<file path="src/rtl/codec_cfg_seq.sv">
// Codec init-table sequencer driving the iic_com command port, plus runtime register writes.
// Define CFG_VERIFY_EN to read back and compare every init write, with bounded rewrites.
module codec_cfg_seq #(
  parameter int unsigned TIMEOUT_CYC = 65535,
  parameter int unsigned MAX_RETRY   = 3
) (
  input  logic       CLK,
  input  logic       RST,
  input  logic       Cfg_Start,
  output logic       Cfg_Busy,
  output logic       Cfg_Done,
  output logic       Cfg_Err,
  input  logic       Wr_Req,
  input  logic [7:0] Wr_Addr,
  input  logic [7:0] Wr_Data,
  output logic       Wr_Ack,
  output logic [1:0] Start_Sig,
  output logic [7:0] Addr_Sig,
  output logic [7:0] WrData,
  input  logic       Done_Sig,
  input  logic [7:0] RdData,
  output logic       Iic_Rst_Req
);

  typedef enum logic [2:0] {IDLE, LOAD, WR, GAP, RD, CMP, READY, ERR} state_t;

  localparam logic [16:0] TMO_LIM  = 17'(TIMEOUT_CYC);
  localparam logic [2:0]  LAST_IDX = 3'd5;

  state_t      state_q, state_n;
  logic [2:0]  idx_q, idx_n;
  logic [16:0] tmo_q, tmo_n, tmo_inc;
  logic        rt_q, rt_n;
  logic [1:0]  start_n;
  logic [7:0]  addr_n, wdata_n;
  logic        busy_n, done_n, err_n, ack_n, rst_req_n;
  logic        advance;
  logic [7:0]  rom_addr, rom_data;

`ifdef CFG_VERIFY_EN
  logic [7:0]  retry_q, retry_n;
  logic [7:0]  rd_q, rd_n;
  logic        last_rd_q, last_rd_n;
`else
  logic        unused_rd;
  assign unused_rd = ^{RdData, MAX_RETRY};
`endif

  // Codec initialisation table
  always_comb begin
    case (idx_q)
      3'd0:    begin rom_addr = 8'h00; rom_data = 8'h01; end
      3'd1:    begin rom_addr = 8'h01; rom_data = 8'h20; end
      3'd2:    begin rom_addr = 8'h02; rom_data = 8'h80; end
      3'd3:    begin rom_addr = 8'h03; rom_data = 8'h1F; end
      3'd4:    begin rom_addr = 8'h04; rom_data = 8'h1F; end
      3'd5:    begin rom_addr = 8'h05; rom_data = 8'h03; end
      default: begin rom_addr = 8'h00; rom_data = 8'h00; end
    endcase
  end

  always_ff @(posedge CLK) begin
    if (RST) begin
      state_q     <= IDLE;
      idx_q       <= '0;
      tmo_q       <= '0;
      rt_q        <= 1'b0;
      Start_Sig   <= '0;
      Addr_Sig    <= '0;
      WrData      <= '0;
      Cfg_Busy    <= 1'b0;
      Cfg_Done    <= 1'b0;
      Cfg_Err     <= 1'b0;
      Wr_Ack      <= 1'b0;
      Iic_Rst_Req <= 1'b0;
`ifdef CFG_VERIFY_EN
      retry_q     <= '0;
      rd_q        <= '0;
      last_rd_q   <= 1'b0;
`endif
    end else begin
      state_q     <= state_n;
      idx_q       <= idx_n;
      tmo_q       <= tmo_n;
      rt_q        <= rt_n;
      Start_Sig   <= start_n;
      Addr_Sig    <= addr_n;
      WrData      <= wdata_n;
      Cfg_Busy    <= busy_n;
      Cfg_Done    <= done_n;
      Cfg_Err     <= err_n;
      Wr_Ack      <= ack_n;
      Iic_Rst_Req <= rst_req_n;
`ifdef CFG_VERIFY_EN
      retry_q     <= retry_n;
      rd_q        <= rd_n;
      last_rd_q   <= last_rd_n;
`endif
    end
  end

  always_comb begin
    state_n   = state_q;
    idx_n     = idx_q;
    tmo_n     = tmo_q;
    rt_n      = rt_q;
    start_n   = Start_Sig;
    addr_n    = Addr_Sig;
    wdata_n   = WrData;
    busy_n    = Cfg_Busy;
    done_n    = Cfg_Done;
    err_n     = Cfg_Err;
    ack_n     = 1'b0;
    rst_req_n = 1'b0;
    advance   = 1'b0;
    tmo_inc   = (tmo_q == '1) ? tmo_q : tmo_q + 17'd1;
`ifdef CFG_VERIFY_EN
    retry_n   = retry_q;
    rd_n      = rd_q;
    last_rd_n = last_rd_q;
`endif

    // Restart is only honoured when no init is in flight; it beats a same-cycle Wr_Req.
    if (Cfg_Start && (state_q == IDLE || state_q == READY || state_q == ERR)) begin
      idx_n   = '0;
      rt_n    = 1'b0;
      done_n  = 1'b0;
      err_n   = 1'b0;
      busy_n  = 1'b1;
      state_n = LOAD;
`ifdef CFG_VERIFY_EN
      retry_n   = '0;
      last_rd_n = 1'b0;
`endif
    end else begin
      case (state_q)
        IDLE: ;

        LOAD: begin
          addr_n  = rom_addr;
          wdata_n = rom_data;
          start_n = 2'b01;
          tmo_n   = '0;
          state_n = WR;
`ifdef CFG_VERIFY_EN
          last_rd_n = 1'b0;
`endif
        end

        WR, RD: begin
          tmo_n = tmo_inc;
          if (Done_Sig) begin
            start_n = 2'b00;
            state_n = GAP;
            ack_n   = rt_q;
`ifdef CFG_VERIFY_EN
            if (state_q == RD) rd_n = RdData;
`endif
          end else if (tmo_inc == TMO_LIM) begin
            start_n   = 2'b00;
            rst_req_n = 1'b1;
            err_n     = 1'b1;
            busy_n    = 1'b0;
            rt_n      = 1'b0;
            state_n   = ERR;
          end
        end

        GAP: begin
          if (rt_q) begin
            rt_n    = 1'b0;
            state_n = READY;
          end
`ifdef CFG_VERIFY_EN
          else if (!last_rd_q) begin
            start_n   = 2'b10;
            tmo_n     = '0;
            last_rd_n = 1'b1;
            state_n   = RD;
          end else begin
            state_n = CMP;
          end
`else
          else begin
            advance = 1'b1;
          end
`endif
        end

`ifdef CFG_VERIFY_EN
        CMP: begin
          if (rd_q == rom_data) begin
            advance = 1'b1;
          end else if (32'(retry_q) < MAX_RETRY) begin
            retry_n = retry_q + 8'd1;
            state_n = LOAD;
          end else begin
            err_n   = 1'b1;
            busy_n  = 1'b0;
            state_n = ERR;
          end
        end
`endif

        READY: begin
          if (Wr_Req) begin
            addr_n  = Wr_Addr;
            wdata_n = Wr_Data;
            start_n = 2'b01;
            tmo_n   = '0;
            rt_n    = 1'b1;
            state_n = WR;
          end
        end

        ERR: ;

        default: state_n = IDLE;
      endcase

      if (advance) begin
        if (idx_q == LAST_IDX) begin
          busy_n  = 1'b0;
          done_n  = 1'b1;
          state_n = READY;
        end else begin
          idx_n   = idx_q + 3'd1;
          state_n = LOAD;
        end
`ifdef CFG_VERIFY_EN
        retry_n = '0;
`endif
      end
    end
  end

endmodule

</file>
<file path="config.mk">
export PLATFORM = sky130hd
export DESIGN_NAME = codec_cfg_seq
export DESIGN_NICKNAME = d
export VERILOG_FILES = /design/src/rtl/codec_cfg_seq.sv
export SDC_FILE = /design/constraint.sdc
export NUM_CORES = 1
export LEC_CHECK = 0
export ABC_AREA = 1
export CAP_MARGIN = 20
export CORE_ASPECT_RATIO = 1.1
export CORE_MARGIN = 2
export CORE_UTILIZATION = 50
export DETAILED_ROUTE_END_ITERATION = 8
export GPL_TIMING_DRIVEN = 1
export PLACE_DENSITY = 0.75
export SYNTH_ARGS = -nofsm -noshare
export SYNTH_HDL_FRONTEND = slang
export SYNTH_SLANG_ARGS = --single-unit
</file>
<file path="constraint.sdc">
create_clock -name CLK -period 2.26 [get_ports CLK]
set_input_delay 0.452 -clock CLK [delete_from_list [all_inputs] [get_ports CLK]]
set_output_delay 0.452 -clock CLK [all_outputs]
set_load 0.01 [all_outputs]
</file>
==> impl_metrics.py <==
metrics = {
    "worst_setup_path": {
        "reg2reg_to": "state_q[1]$_SDFFE_PP0P_",
        "crit_type": "flip-flop to flip-flop",
        "critPathCapture": "state_q[1]$_SDFFE_PP0P_",
        "cp_max_fo": 7,
        "end_kind": "flip-flop",
        "worstRegToRegCells": 13,
        "regToRegStartpoint": "tmo_q[9]$_SDFFE_PP0P_",
        "rrSetupSlack_ns": 0.24,
        "worstPathArrival_ns": 2.21,
        "cp.required_ns": 2.45,
        "critPathLaunch": "tmo_q[9]$_SDFFE_PP0P_",
        "start_kind": "flip-flop",
    },
    "floorplan": {
        "core_area_um2": 5000,
        "die_h_um": 79.3,
        "io-pin-count": 52,
        "dieWidth_um": 72.5,
        "dieArea_um2": 5750,
        "start_util": 0.516,
        "rows": 27,
    },
    "clocking": {
        "clockBufferDepth": 2,
        "cts_hold_buffers": 0,
        "cts_sinks": 46,
        "path_clk_slew_ns": 0.09,
        "cts_buffers": 5,
        "htreeDepth": 2,
        "cts_tree": "built",
        "clk_latency_ns": 0.30,
        "postCtsSetupBuffers": 0,
        "cts-root-buf": "clkbuf_8",
    },
    "synth": {
        "ys_seq_area_frac": 0.357,
        "synth_top_area_share": 0.357,
        "synth_seq_cells": 46,
        "netlist_top_cells_area": "dfxtp_1 (36%), nand2_1 (17%), a21oi_1 (6.4%)",
        "synth_cells": 386,
        "synth_top_area_cell": "dfxtp_1",
        "synth_area_um2": 2580,
        "synth_cell_type_count": 35,
        "syn-num-nets": 421,
        "yosysWarnings": 0,
        "syn_avg_cell_area_um2": 6.68,
    },
    "global_route": {
        "grt_max_degree": 29,
        "grt_pass1_wl_um": 10900,
        "grt_pass1_vias": 2433,
        "grt_antenna_before_repair": 0,
        "grt-ovfl-total": 0,
        "grt_usage": 0.240,
    },
    "drt": {
        "wl_met1_um": 2960,
        "wl_met3_um": 302,
        "wl_um": 6590,
        "drc": 0,
        "viasPerCell": 5.40,
        "vias": 2657,
        "final_antenna_net_count": 0,
        "drt_pass1_iterations": 5,
        "wl_per_cell_um": 13.4,
        "top_layer": "met4",
        "dr_wl_met2_um": 3200,
        "drtIter0Drc": 205,
    },
    "placement": {
        "numPortBuffers": 42,
        "dpl.cell_count": 483,
        "place_area_um2": 3080,
        "place_congestion": 0.906,
        "place_hpwl_um": 4830,
    },
    "flow_run": {
        "max_cap_violations": 0,
    },
    "timing": {
        "finalCritPeriodShare": 0.893,
        "final-hold-violation-count": 0,
        "rsz0062_at_grt": "no",
        "slew_viol_final": 0,
        "fmax_mhz": 495,
        "clock_skew_ns": 0.00480,
        "fin_crit_ns": 2.02,
        "setup_viol": 0,
        "final.setup.tns_ns": 0,
    },
    "pwr": {
        "total_power_w": 0.00251,
        "power.density_nw_per_um2": 781,
        "p_leak_nw": 1.18,
        "ir_worst_vdd_v": 0.000584,
    },
    "cells_and_area": {
        "fin_util": 0.643,
        "syn_to_final_growth_pct": 24.6,
        "layout_common_cells": "nand2_1 (113), dfxtp_1 (45), clkdlybuf4s50_1 (42)",
        "n_antenna_cell": 0,
        "multi_input_area_um2": 1490,
        "fillers": 459,
        "seqCellArea_um2": 922,
        "final_cells": 492,
        "nets": 468,
        "layout_commonest_cell": "nand2_1",
        "finalInstanceArea_um2": 3220,
        "drive_gt1_frac": 0.113,
    },
    "run_status": {
        "status": "finished clean",
    },
    "hold_path": {
        "hold_path.class": "flip-flop to flip-flop",
    },
}
-- flip-flops by register name (all words and copies together), names as in the netlist --
| signal | cells |
|---|---|
| Cfg_Err | 1 |
| Addr_Sig | 8 |
| Wr_Ack | 1 |
| Start_Sig | 1 |
| Iic_Rst_Req | 1 |
| idx_q | 3 |
| tmo_q | 17 |
| Cfg_Busy | 1 |
| Cfg_Done | 1 |
| state_q | 3 |
| WrData | 8 |
| rt_q | 1 |
-- timing repair --
action	CTS	global route
endpoints found under the setup margin	0	6
gates resized for setup	0	6
hold endpoints to repair	0	0
-- metrics by stage --
step	setup slack, ns	hold WS (ns)
finish	0.242	0.453
global route	0.00685	0.484
CTS	0.139	0.457
detailed placement	0.158	0.448
global placement	0.166	0.435
floorplan	0.392	0.450
-- cells by family after synthesis --
kind of cell	count (synthesis)	share of synthesized area
flip-flops	46	0.357
other	1	0.00145
AO/OA/AOI/OAI	67	0.140
AND/OR/NAND/NOR	208	0.362
adder cells (fa/ha/maj)	6	0.0291
buffers and inverters	48	0.0761
XOR/XNOR	10	0.0339
-- synth_stat cells (all sizes together) --
cell type	instances
a211oi	1
a21oi	33
a311oi	2
a31oi	7
buf	7
clkbuf	5
clkinv	2
conb	1
dfxtp	46
ha	6
inv	34
nand2	121
nand3	29
nand3b	1
nand4	9
nor2	39
nor3	7
nor4	1
o21ai	21
o21bai	2
o31ai	1
or2	1
xnor2	2
xor2	8
-- layout make-up --
cell class,instances,share of cell area
multi-input cells,293,0.464
flip-flops and latches,46,0.287
repair buffers,51,0.152
inverters,36,0.0420
clock buffers,7,0.0300
well taps,58,0.0226
clock inverters,1,0.00272
-- where the power goes --
part,switching [W],internal [W]
Combinational,0.000578,0.000389
Sequential,0.0000618,0.000921
Clock,0.000281,0.000280
Total,0.000921,0.00159
-- worst max-delay path, stage by stage, from the launching register on --
cell     delay (ns)
dfxtp_1        0.44
nand2_2        0.12
nor2_4         0.16
nand2_2        0.09
inv_2          0.10
nand3_2        0.18
nand2_1        0.16
nand3_1        0.10
nor2_2         0.10
nand3_2        0.12
nand2_2        0.12
nand3_1        0.09
nand2_1        0.10
nor2_2         0.03
-- how the worst min path moves through the flow --
| stage | endpoint | startpoint | depth (start not counted) | slack [ns] |
|---|---|---|---|---|
| after floorplan | Wr_Ack$_SDFF_PP0_ | rt_q$_SDFFE_PP0P_ | 2 | 0.45 |
| after global placement | Cfg_Done$_SDFFE_PP0P_ | Cfg_Done$_SDFFE_PP0P_ | 2 | 0.44 |
| after detailed placement | Cfg_Done$_SDFFE_PP0P_ | Cfg_Done$_SDFFE_PP0P_ | 2 | 0.45 |
| after CTS | Cfg_Done$_SDFFE_PP0P_ | Cfg_Done$_SDFFE_PP0P_ | 2 | 0.46 |
| after global routing | Cfg_Done$_SDFFE_PP0P_ | Cfg_Done$_SDFFE_PP0P_ | 2 | 0.48 |
| final | Cfg_Done$_SDFFE_PP0P_ | Cfg_Done$_SDFFE_PP0P_ | 2 | 0.45 |
-- layer usage --
layer  vias to the layer above  track usage
li1                       1357            -
met1                      1211        0.303
met2                        75        0.402
met3                        14       0.0381
met4                         0        0.104
met5                         -            0
Power figures use the tool's default switching activity.
==> edit: new RTL, same flow settings <==
Take the reset off `Addr_Sig` and `WrData` and load them in a clocked block of their own.
--- a/src/rtl/codec_cfg_seq.sv
+++ b/src/rtl/codec_cfg_seq.sv
@@ -67,6 +67,4 @@
       rt_q        <= 1'b0;
       Start_Sig   <= '0;
-      Addr_Sig    <= '0;
-      WrData      <= '0;
       Cfg_Busy    <= 1'b0;
       Cfg_Done    <= 1'b0;
@@ -85,6 +83,4 @@
       rt_q        <= rt_n;
       Start_Sig   <= start_n;
-      Addr_Sig    <= addr_n;
-      WrData      <= wdata_n;
       Cfg_Busy    <= busy_n;
       Cfg_Done    <= done_n;
@@ -98,4 +94,9 @@
 `endif
     end
+  end
+
+  always_ff @(posedge CLK) begin
+    Addr_Sig <= addr_n;
+    WrData   <= wdata_n;
   end
 
Function: differs if RST is asserted again (counterexample within 4 cycles, from zero or initial values and one cycle with RST high); with RST held inactive, the same outputs for 10 cycles.
==> edit against the unedited design <==
- sequential cell count stayed put
- synthesized area rose by 2.5%
- critical path depth shrank 2
- clock skew grew 0.0034 ns
- wire length shrank 7.6%
- first-iteration DRC count decreased by 6.8%
- setup slack lost 0.028 ns
- cell area is 1.6% higher
- critical path type unchanged
- largest cell class unchanged
- highest routed layer unchanged
Power is not compared: it rests on default switching activity, and its combinational part moved more than twofold at a synthesized area within 25%.
==> edit: results (changes against the unedited design) <==
| Metric | Value |
|---|---|
| Outcome | completed |
| Most common library cells after synthesis | nand2_1, nor2_1, inv_1 |
| Mapped Cells | 372 (-3.6%) |
| Largest net degree at the start of global routing | 21 (-28%) |
| Initial DRC Count | 191 (-6.8%) |
| # fillers | 429 (-6.5%) |
| CP max FO | 11 (+4) |
| Wire length on met3 | 275 um (-8.9%) |
| GRT Util Overall | 0.221 (-0.0190) |
| Layout cells sized above 1 | 0.0969 (-0.0160) |
| CP arrival | 2.23 ns (+0.02 ns) |
| HPWL Detailed | 4580 um (-5.3%) |
| Vias per cell | 5.14 (-4.8%) |
| WL final | 6090 um (-7.6%) |
| Yosys cell types | 34 (-2.9%) |
| Sequential cell area fraction in the yosys report | 0.409 (+0.0518) |
| RePlAce Congestion | 0.920 (+1.5%) |
| Met2 WL | 3090 um (-3.3%) |
| First-pass GRT wire length | 10100 um (-6.7%) |
| WL met1 | 2640 um (-11%) |
| Highest routed metal layer | met4 |
| Synth Net Count | 409 (-2.9%) |
| Placed Cells incl. Taps | 473 (-2.1%) |
| EDFF count, synth | 16 (+16) |
| Skew final | 0.00825 ns (+0.00345 ns) |
| Routed wire per std cell | 12.7 um (-5.5%) |
| Final-stage net count | 459 (-1.9%) |
| Vias in the first global route | 2256 (-7.3%) |
## edit: changes by cell type in the layout (fill, tap and decap cells not counted), sizes merged, moves of 5 or more
cell / delta
edfxtp: +16
inv: +9
dfxtp: -16
nand3: -8
xor2: -5
nor2: +9
o21ai: -7
a31oi: -7
a21oi: -5
## edit: layer usage
layer,global-route usage,vias up
met1,0.280,1110
met4,0.0782,0
met5,0,-
li1,-,1294
met3,0.0276,7
met2,0.383,63
## edit: metrics by stage
| stage | util | hold WS [ns] | setup slack, ns | total power [uW] | cell area (um^2) |
|---|---|---|---|---|---|
| final | 0.645 | 0.454 | 0.214 | 1480 | 3270 |
| after global routing | 0.645 | 0.488 | 0.0316 | 1540 | 3270 |
| after CTS | 0.642 | 0.462 | 0.147 | 1490 | 3260 |
| after detailed placement | 0.625 | 0.441 | 0.152 | 986 | 3170 |
| after global placement | 0.625 | 0.434 | 0.188 | 986 | 3170 |
| after floorplan | - | 0.435 | 0.167 | 926 | 2650 |
## edit: worst paths after layout
| kind | start | end | slack [ns] | depth (start not counted) |
|---|---|---|---|---|
| worst max-delay path | tmo_q[8] | state_q[2] | 0.21 | 11 |
| worst min-delay path | Cfg_Done | Cfg_Done | 0.45 | 2 |
| worst max register to register | tmo_q[8] | state_q[2] | 0.21 | 11 |
| worst min register to register | Cfg_Done | Cfg_Done | 0.45 | 2 |
## edit: kinds of logic (layout without fill, tap and decap cells)
kind of cell,after synthesis,in the layout,share of synthesized area
buffers and inverters,52,103,0.0785
AO/OA/AOI/OAI,50,50,0.103
other,1,1,0.00142
AND/OR/NAND/NOR,209,209,0.351
XOR/XNOR,6,6,0.0199
flip-flops,46,46,0.409
adder cells (fa/ha/maj),8,8,0.0378
## edit: power by group
group,leakage (uW),total (uW),internal [uW],switching (uW)
clock,0.0000452,513,219,294
combinational,0.000829,102,55.4,47.0
sequential,0.000392,865,861,3.83
## edit: critical path, stage by stage (launching register included)
cell	delay [ns]
dfxtp_1	0.47
nand4_1	0.21
nor2_2	0.23
nand3_4	0.18
o21ai_1	0.15
nand2_1	0.10
nor2_4	0.13
nand4_4	0.15
nand2_4	0.11
nand2_1	0.07
nand2_1	0.07
a21oi_1	0.06
## edit: area by class of cell
| type | count | share of cell area |
|---|---|---|
| Clock buffer | 6 | 0.0222 |
| Clock inverter | 2 | 0.00421 |
| Inverter | 43 | 0.0494 |
| Multi-Input combinational cell | 274 | 0.420 |
| Sequential cell | 46 | 0.331 |
| Tap cell | 58 | 0.0222 |
| Timing Repair Buffer | 52 | 0.152 |
